[src/rtl/board_map.sv]
// board_map: 6x6 submarine game board with map loader, engine query port and BFS read port
module board_map #(
    parameter int WIDTH = 6
) (
    input  logic       clk,
    input  logic       rstn,
    input  logic [1:0] init_select,
    input  logic       init_load,
    output logic       load_busy,
    input  logic [2:0] mem_x,
    input  logic [2:0] mem_y,
    input  logic       mem_data_in_valid,
    output logic [1:0] mem_data_out,
    output logic       mem_data_out_valid,
    output logic       mem_empty,
    input  logic [2:0] bfs_x,
    input  logic [2:0] bfs_y,
    output logic [1:0] bfs_cell,
    output logic [5:0] ships_left
);
    typedef enum logic {IDLE, LOAD} state_t;
    localparam logic [5:0] MAPS [4][6] = '{
        '{6'h07, 6'h00, 6'h20, 6'h20, 6'h00, 6'h18},
        '{6'h01, 6'h01, 6'h00, 6'h1C, 6'h00, 6'h21},
        '{6'h00, 6'h0E, 6'h00, 6'h00, 6'h30, 6'h01},
        '{6'h21, 6'h00, 6'h00, 6'h00, 6'h00, 6'h21}
    };
    state_t     state, state_n;
    logic [2:0] row_ptr, row_n;
    logic [1:0] sel, sel_n;
    logic [1:0] cells [WIDTH*WIDTH];
    logic [5:0] row_bits;
    logic [2:0] row_cnt;
    logic [5:0] q_idx, b_idx;
    logic       q_in, b_in, q_acc, q_hit;
    logic [1:0] q_cell;
    assign row_bits  = MAPS[sel][row_ptr];
    assign q_in      = (mem_x < 3'(WIDTH)) && (mem_y < 3'(WIDTH));
    assign b_in      = (bfs_x < 3'(WIDTH)) && (bfs_y < 3'(WIDTH));
    assign q_idx     = 6'(mem_x) * 6'(WIDTH) + 6'(mem_y);
    assign b_idx     = 6'(bfs_x) * 6'(WIDTH) + 6'(bfs_y);
    assign q_cell    = q_in ? cells[q_idx] : 2'b00;
    assign bfs_cell  = b_in ? cells[b_idx] : 2'b00;
    assign q_acc     = mem_data_in_valid && (state == IDLE) && !init_load;
    assign q_hit     = q_acc && (q_cell == 2'b01);
    assign load_busy = (state == LOAD);
    assign mem_empty = (ships_left == 6'd0) && !load_busy;
    // number of ships in the row currently being loaded
    always_comb begin
        row_cnt = 3'd0;
        for (int i = 0; i < 6; i++) row_cnt = row_cnt + {2'b00, row_bits[i]};
    end
    // load FSM next state: a load request always restarts, otherwise step through rows 0..5
    always_comb begin
        state_n = state;
        row_n   = row_ptr;
        sel_n   = sel;
        if (init_load) begin
            state_n = LOAD;
            row_n   = 3'd0;
            sel_n   = init_select;
        end else if (state == LOAD) begin
            state_n = (row_ptr == 3'd5) ? IDLE : LOAD;
            row_n   = (row_ptr == 3'd5) ? 3'd0 : row_ptr + 3'd1;
        end
    end
    // load FSM state register
    always_ff @(posedge clk or negedge rstn) begin
        if (!rstn) begin
            state   <= IDLE;
            row_ptr <= 3'd0;
            sel     <= 2'd0;
        end else begin
            state   <= state_n;
            row_ptr <= row_n;
            sel     <= sel_n;
        end
    end
    // board array: row writes while loading, ship cells turn to hit on an accepted query
    always_ff @(posedge clk or negedge rstn) begin
        if (!rstn) begin
            for (int i = 0; i < WIDTH*WIDTH; i++) cells[i] <= 2'b00;
        end else if (!init_load && state == LOAD) begin
            for (int y = 0; y < 6; y++) cells[6'(row_ptr) * 6'(WIDTH) + 6'(y)] <= {1'b0, row_bits[y]};
        end else if (q_hit) begin
            cells[q_idx] <= 2'b10;
        end
    end
    // intact ship counter: cleared on load request, accumulated per row, decremented per hit
    always_ff @(posedge clk or negedge rstn) begin
        if (!rstn) ships_left <= 6'd0;
        else if (init_load) ships_left <= 6'd0;
        else if (state == LOAD) ships_left <= ships_left + {3'b000, row_cnt};
        else if (q_hit) ships_left <= ships_left - 6'd1;
    end
    // query response: pre-update cell value with a one-cycle valid pulse, held between queries
    always_ff @(posedge clk or negedge rstn) begin
        if (!rstn) begin
            mem_data_out       <= 2'b00;
            mem_data_out_valid <= 1'b0;
        end else begin
            mem_data_out_valid <= q_acc;
            if (q_acc) mem_data_out <= q_cell;
        end
    end
endmodule

[config.mk]
export PLATFORM = sky130hd
export DESIGN_NAME = board_map
export DESIGN_NICKNAME = d
export VERILOG_FILES = /design/src/rtl/board_map.sv
export SDC_FILE = /design/constraint.sdc
export NUM_CORES = 1
export LEC_CHECK = 0
export BUFFER_PORTS_ARGS = -buffer_cell sky130_fd_sc_hd__clkbuf_2
export CAP_MARGIN = 30
export CORE_ASPECT_RATIO = 0.7
export CORE_MARGIN = 2
export CORE_UTILIZATION = 60
export DETAILED_ROUTE_END_ITERATION = 16
export PLACE_DENSITY = 0.86
export SYNTH_ARGS = -nofsm -noshare
export SYNTH_HDL_FRONTEND = slang
export SYNTH_SLANG_ARGS = --single-unit
export TNS_END_PERCENT = 30
[constraint.sdc]
create_clock -name clk -period 5.3 [get_ports clk]
set_input_delay 1.06 -clock clk [delete_from_list [all_inputs] [get_ports clk]]
set_output_delay 1.06 -clock clk [all_outputs]
set_load 0.03 [all_outputs]
==> Word-level counts from Yosys, hierarchy flattened <==
Index checks and enable logic that the tools add are counted.
{ "op_classes": {"n_shift": 0, "eq_ne": 2, "add_sub_neg": 15, "reduce_logical": 20, "n_div": 0, "n_mux": 45, "order_cmp": 21, "multipliers": 3, "bitwise": 14} }
{ "op_table": {"columns": ["op", "count"], "rows": [
  ["72-bit bitwise mux", 6],
  ["72-bit two-way mux", 2],
  ["2-bit demux with 6-bit select", 7],
  ["36-bit binary-select mux with 2-bit select", 1],
  ["36-bit two-way mux", 2],
  ["7-bit greater-or-equal comparator (second input constant)", 8],
  ["6-bit inverter with 7-bit output", 8],
  ["7-bit by 1-bit < comparator with 1-bit output (second input constant)", 7],
  ["36-bit AND", 1],
  ["36-bit inverter", 1],
  ["36-bit bitwise OR", 1],
  ["6-bit two-way mux", 5],
  ["2-bit two-way mux", 13],
  ["2-bit binary-select mux with 6-bit select", 2],
  ["6-bit by 3-bit adder with 6-bit output", 3],
  ["6-bit binary-select mux with 3-bit select", 1],
  ["3-bit by 2-bit multiplier with 5-bit output (second input constant)", 3],
  ["1-bit logical AND", 14],
  ["6-bit by 2-bit adder with 6-bit output (second input constant)", 2],
  ["6-bit by 3-bit adder with 6-bit output (second input constant)", 2],
  ["3-bit < comparator (second input constant)", 4],
  ["3-bit by 1-bit adder with 3-bit output", 3],
  ["3-bit two-way mux", 3],
  ["6-bit by 1-bit adder with 6-bit output (second input constant)", 1],
  ["16 further kinds", 20]
]} }
{ "word_totals": {"ff_bits": 87, "latch_bits": 0, "mem_bits_rw": 0, "romBits": 0, "memories": 0} }

==> Longest topological paths before layout <==
{ "logic_depth": {"word_depth": 15, "ltp_mapped": 16} }

==> Least setup slack after synthesis <==
Ideal clock, no wire load.
{ "synth_timing": {"kind": "input port to output port", "startpoint": "input port bfs_x[0]", "endpoint": "output port bfs_cell[1]", "stages": 7, "t_arrival_ns": 4.208, "path_buffers": 0, "required_time_ns": 4.240, "slack_ns": 0.032, "path_cell_list": "ha_1 > inv_1 > fa_1 > xor2_1 > mux4_2 > mux2i_1 > a2111oi_0"} }
{ "synth_via": {"elab_chain_len": 7, "word_cells_on_any_way": 9, "classes_between": "add/sub: 1; mul: 1; order compare: 1; mux: 4; bitwise: 1; reduce/logical: 1"} }
{ "synth_rtl": {"columns": ["item", "line_no", "text"], "rows": [
  ["start, declared", "16", "input logic [2:0] bfs_x,"],
  ["3-bit by 2-bit multiplier with 5-bit output", "41", "assign b_idx = 6'(bfs_x) * 6'(WIDTH) + 6'(bfs_y);"],
  ["6-bit by 3-bit adder with 6-bit output", "41", null],
  ["6-bit inverter with 7-bit output (not written as such)", "43", "assign bfs_cell = b_in ? cells[b_idx] : 2'b00;"],
  ["2-bit binary-select mux with 6-bit select", "43", null],
  ["2-bit two-way mux (not written as such) (2 in series)", "43", null],
  ["2-bit two-way mux *", "43", null],
  ["end, declared", "18", "output logic [1:0] bfs_cell,"]
]} }
Every way passes the cells marked *; elsewhere a longest branch is shown, timed or not. The select of a mux whose other input is x is not followed.

==> Final worst setup path <==
{ "layout_timing": {"startpoint": "register row_ptr[1]", "endpoint": "register ships_left[4]"} }
{ "layout_via": {"elab_chain_len": 12} }
{ "layout_rtl": {"columns": ["item", "line_no", "text"], "rows": [
  ["start, declared", "29", "logic [2:0] row_ptr, row_n;"],
  ["start signal, assigned", "75", "row_ptr <= row_n;"],
  ["3-bit inverter with 4-bit output (not written as such) *", "37", "assign row_bits = MAPS[sel][row_ptr];"],
  ["6-bit binary-select mux with 3-bit select *", "37", null],
  ["6-bit two-way mux (not written as such) * (2 in series)", "37", null],
  ["1-bit by 1-bit adder with 2-bit output", "51", "for (int i = 0; i < 6; i++) row_cnt = row_cnt + {2'b00, row_bits[i]};"],
  ["2-bit by 1-bit adder with 3-bit output", "51", null],
  ["3-bit by 1-bit adder with 3-bit output (2 in series)", "51", null],
  ["3-bit by 1-bit adder with 3-bit output *", "51", null],
  ["6-bit by 3-bit adder with 6-bit output *", "93", "else if (state == LOAD) ships_left <= ships_left + {3'b000, row_cnt};"],
  ["6-bit two-way mux *", "93", null],
  ["6-bit two-way mux *", "92", "else if (init_load) ships_left <= 6'd0;"],
  ["end signal, assigned", "93", null],
  ["end signal, assigned", "94", "else if (q_hit) ships_left <= ships_left - 6'd1;"],
  ["end, declared", "19", "output logic [5:0] ships_left"]
]} }
Marked as above.
A chain may end at the register's enable or synchronous reset.

==> flow_summary.json <==
{
  "outcome": "completed",
  "syn_to_final_growth_pct": 7.06,
  "critPathSlowestCell": "fa_1",
  "reg2reg_from": "row_ptr[1]",
  "r2r_slack_ns": 0.37,
  "hold_path_class": "reg -> reg",
  "die_area_um2": 13800,
  "ys_async_sr_fraction_pct": 100,
  "syn_inst": 913,
  "finalWorstSetupSlack_ns": 0.373,
  "finalClockSkew_ns": 0.0104,
  "arrival_ns": 5.15,
  "synthesis.nets": 963,
  "layout-drive-gt1-share_pct": 12.9,
  "cp_cell_sequence": "inv_1, or3_1, a21oi_1, inv_1, fa_1, fa_1, fa_1, fa_1, nor2b_1, o21ai_0, and4b_1, a311oi_1, o211ai_1",
  "antenna_found_initial": 0,
  "fin_nets": 964,
  "cts_setup_buffers": 0,
  "die-height_um": 99.0,
  "reg2reg_depth": 13,
  "min_path_cells": 1,
  "synth.top_cell.area_share_pct": 28.2,
  "synth_most_common_cell": "nand2_1",
  "place_ws_ns": 0.499,
  "hold_buffers": 0,
  "clk_latency_ns": 0.35,
  "dpl.hpwl_um": 17300,
  "antenna_left": 0,
  "crit_fanout": 15,
  "initial_core_util_pct": 61.8,
  "synthFlopType": "dfrtp_1",
  "rsz0062_at_grt": "false",
  "cts.clk_slew.worst_paths_ns": 0.07,
  "ys_ff_latch": 87,
  "grt_pass1_wl_um": 39300,
  "ys_top_cells_by_area": "dfrtp_1, mux4_2, nand2_1",
  "slowest_delay_ns": 0.63,
  "seq_area_frac_synth_pct": 28.2,
  "place_congestion": 0.990,
  "synth_area_leader_cell": "dfrtp_1",
  "htreeDepth": 3,
  "crit_top_cell": "fa_1",
  "tightestPinTransition_ns": 1.06,
  "cp-start-kind": "flip-flop",
  "tritoncts": "built",
  "portBuffers": 30,
  "setup_viol": 0,
  "clock_sinks": 87,
  "leakage_nw": 3.42,
  "fin_crit_sh_pct": 93.0,
  "synth_edf_count": 0,
  "worstSetupPathType": "reg -> reg",
  "drc": 0,
  "die_width_um": 140,
  "slew_viol_final": 0,
  "required_ns": 5.52,
  "cts_buffers": 9,
  "post_cts_resize_count": 0,
  "setup_tns_ns": 0,
  "io_pins": 31,
  "max_cap_violations": 0,
  "first_global_vias": 7466,
  "first_iter_violations": 1192,
  "slew-limit-headroom_pct": 28.5,
  "vias": 7918,
  "grt_max_degree": 47,
  "synth-warning-count": 0,
  "max_freq_mhz": 203,
  "fin_crit_ns": 4.93,
  "wirelength_um": 24300,
  "synth_commonest_cells": "nand2_1, dfrtp_1, nor2_1",
  "n_antenna_cell": 0,
  "synth_cell_types": 73,
  "endpoint_kind": "flip-flop",
  "syn-cell-area_um2": 7730,
  "dpl.cell_count": 1065,
  "overflow": 0,
  "rows": 34,
  "hold-path-endpoint": "cells[13]",
  "wl_per_cell_um": 22.5,
  "final_cells": 1081,
  "hold_start": "cells[13]",
  "synth.avg_cell_area_um2": 8.46,
  "worstReg2RegEnd": "ships_left[4]",
  "grt_usage_pct": 35.6,
  "clock-root-buffer": "clkbuf_16",
  "detail_route.vias_per_cell": 7.32,
  "finalHoldViolCount": 0,
  "fill_cells": 1024,
  "first_pass_iters": 8,
  "core-area_um2": 12500,
  "cts_buffer_depth": 2,
  "ir_drop_mv": 0.250,
  "powerDensity_nw_per_um2": 340
}
## registers in the layout, indices dropped and copies added, names as in the netlist
register            cells
sel                     2
row_ptr                 3
ships_left              6
mem_data_out_valid      1
mem_data_out            2
load_busy               1
cells                  72
## critical path, delay by kind of cell, from the launching register on
| kind | cells | cell delay [ns] |
|---|---|---|
| buffers and inverters | 2 | 0.64 |
| DFF | 1 | 0.55 |
| AOI/OAI and AO/OA | 4 | 0.86 |
| and+or+nand+nor | 3 | 0.75 |
| adders and majority gates | 4 | 2.00 |
## per-stage QoR
step	hold slack (ns)	area, um^2	utilization [%]	total power (W)
floorplan	0.464	7730	-	0.00175
global placement	0.492	7960	63.6	0.00202
detailed placement	0.508	7960	63.6	0.00206
CTS	0.523	8270	66.1	0.00275
global route	0.541	8270	66.1	0.00293
finish	0.517	8270	66.1	0.00281
## routing by layer
metal  wire length [um]  GRT usage [%]  vias up
met4               1040           15.2        0
li1                   -              -     3424
met3               3400           10.3      125
met1               9670           50.7     3731
met2              10200           51.1      638
met5                  0              0        -
## cell usage in the layout, fill, tap and decap left out, types with 24 or more instances in the layout
cell and n:
o21ai_0 43, dfrtp_1 87, o211ai_1 28, mux4_2 26, a21oi_1 48, inv_1 35, clkbuf_2 29, mux2i_1 24
nor2_1 72, nand2_1 93, nand3_1 52, nor3_1 33
## cell families (layout without fill, tap and decap cells)
kind of cell / count (synthesis) / after routing / share of synthesized area [%]
multiplexers: 60 / 60 / 12.1
AND/OR/NAND/NOR: 355 / 355 / 22.5
buffers and inverters: 101 / 107 / 6.07
AO/OA/AOI/OAI: 262 / 262 / 23.2
adder cells (fa/ha/maj): 32 / 32 / 6.06
flip-flops: 87 / 87 / 28.2
XOR/XNOR: 16 / 16 / 1.91
## cell type report
type | count | area [um^2] | share of cell area [%]
Inverter | 38 | 143 | 1.72
Clock buffer | 10 | 239 | 2.89
Sequential cell | 87 | 2180 | 26.3
Multi-Input combinational cell | 725 | 5090 | 61.5
Clock inverter | 6 | 75.1 | 0.907
Timing Repair Buffer | 53 | 350 | 4.23
Tap cell | 162 | 203 | 2.45
## where the power goes
| part | total, W | internal [W] | switching, W |
|---|---|---|---|
| clock | 0.000688 | 0.000386 | 0.000302 |
| combinational | 0.00118 | 0.000455 | 0.000727 |
| sequential | 0.000939 | 0.000789 | 0.000150 |
## how the worst max path moves through the flow
stage,from,end,slack (ns)
2_1_floorplan,bfs_x[0],bfs_cell[1],0.03
3_3_place_gp,row_ptr[1],ships_left[4],0.53
3_5_place_dp,row_ptr[1],ships_left[4],0.50
4_1_cts,row_ptr[1],ships_left[4],0.47
5_1_grt,row_ptr[1],ships_left[4],0.19
6_report,row_ptr[1],ships_left[4],0.37
(Power assumes the default switching activity.)
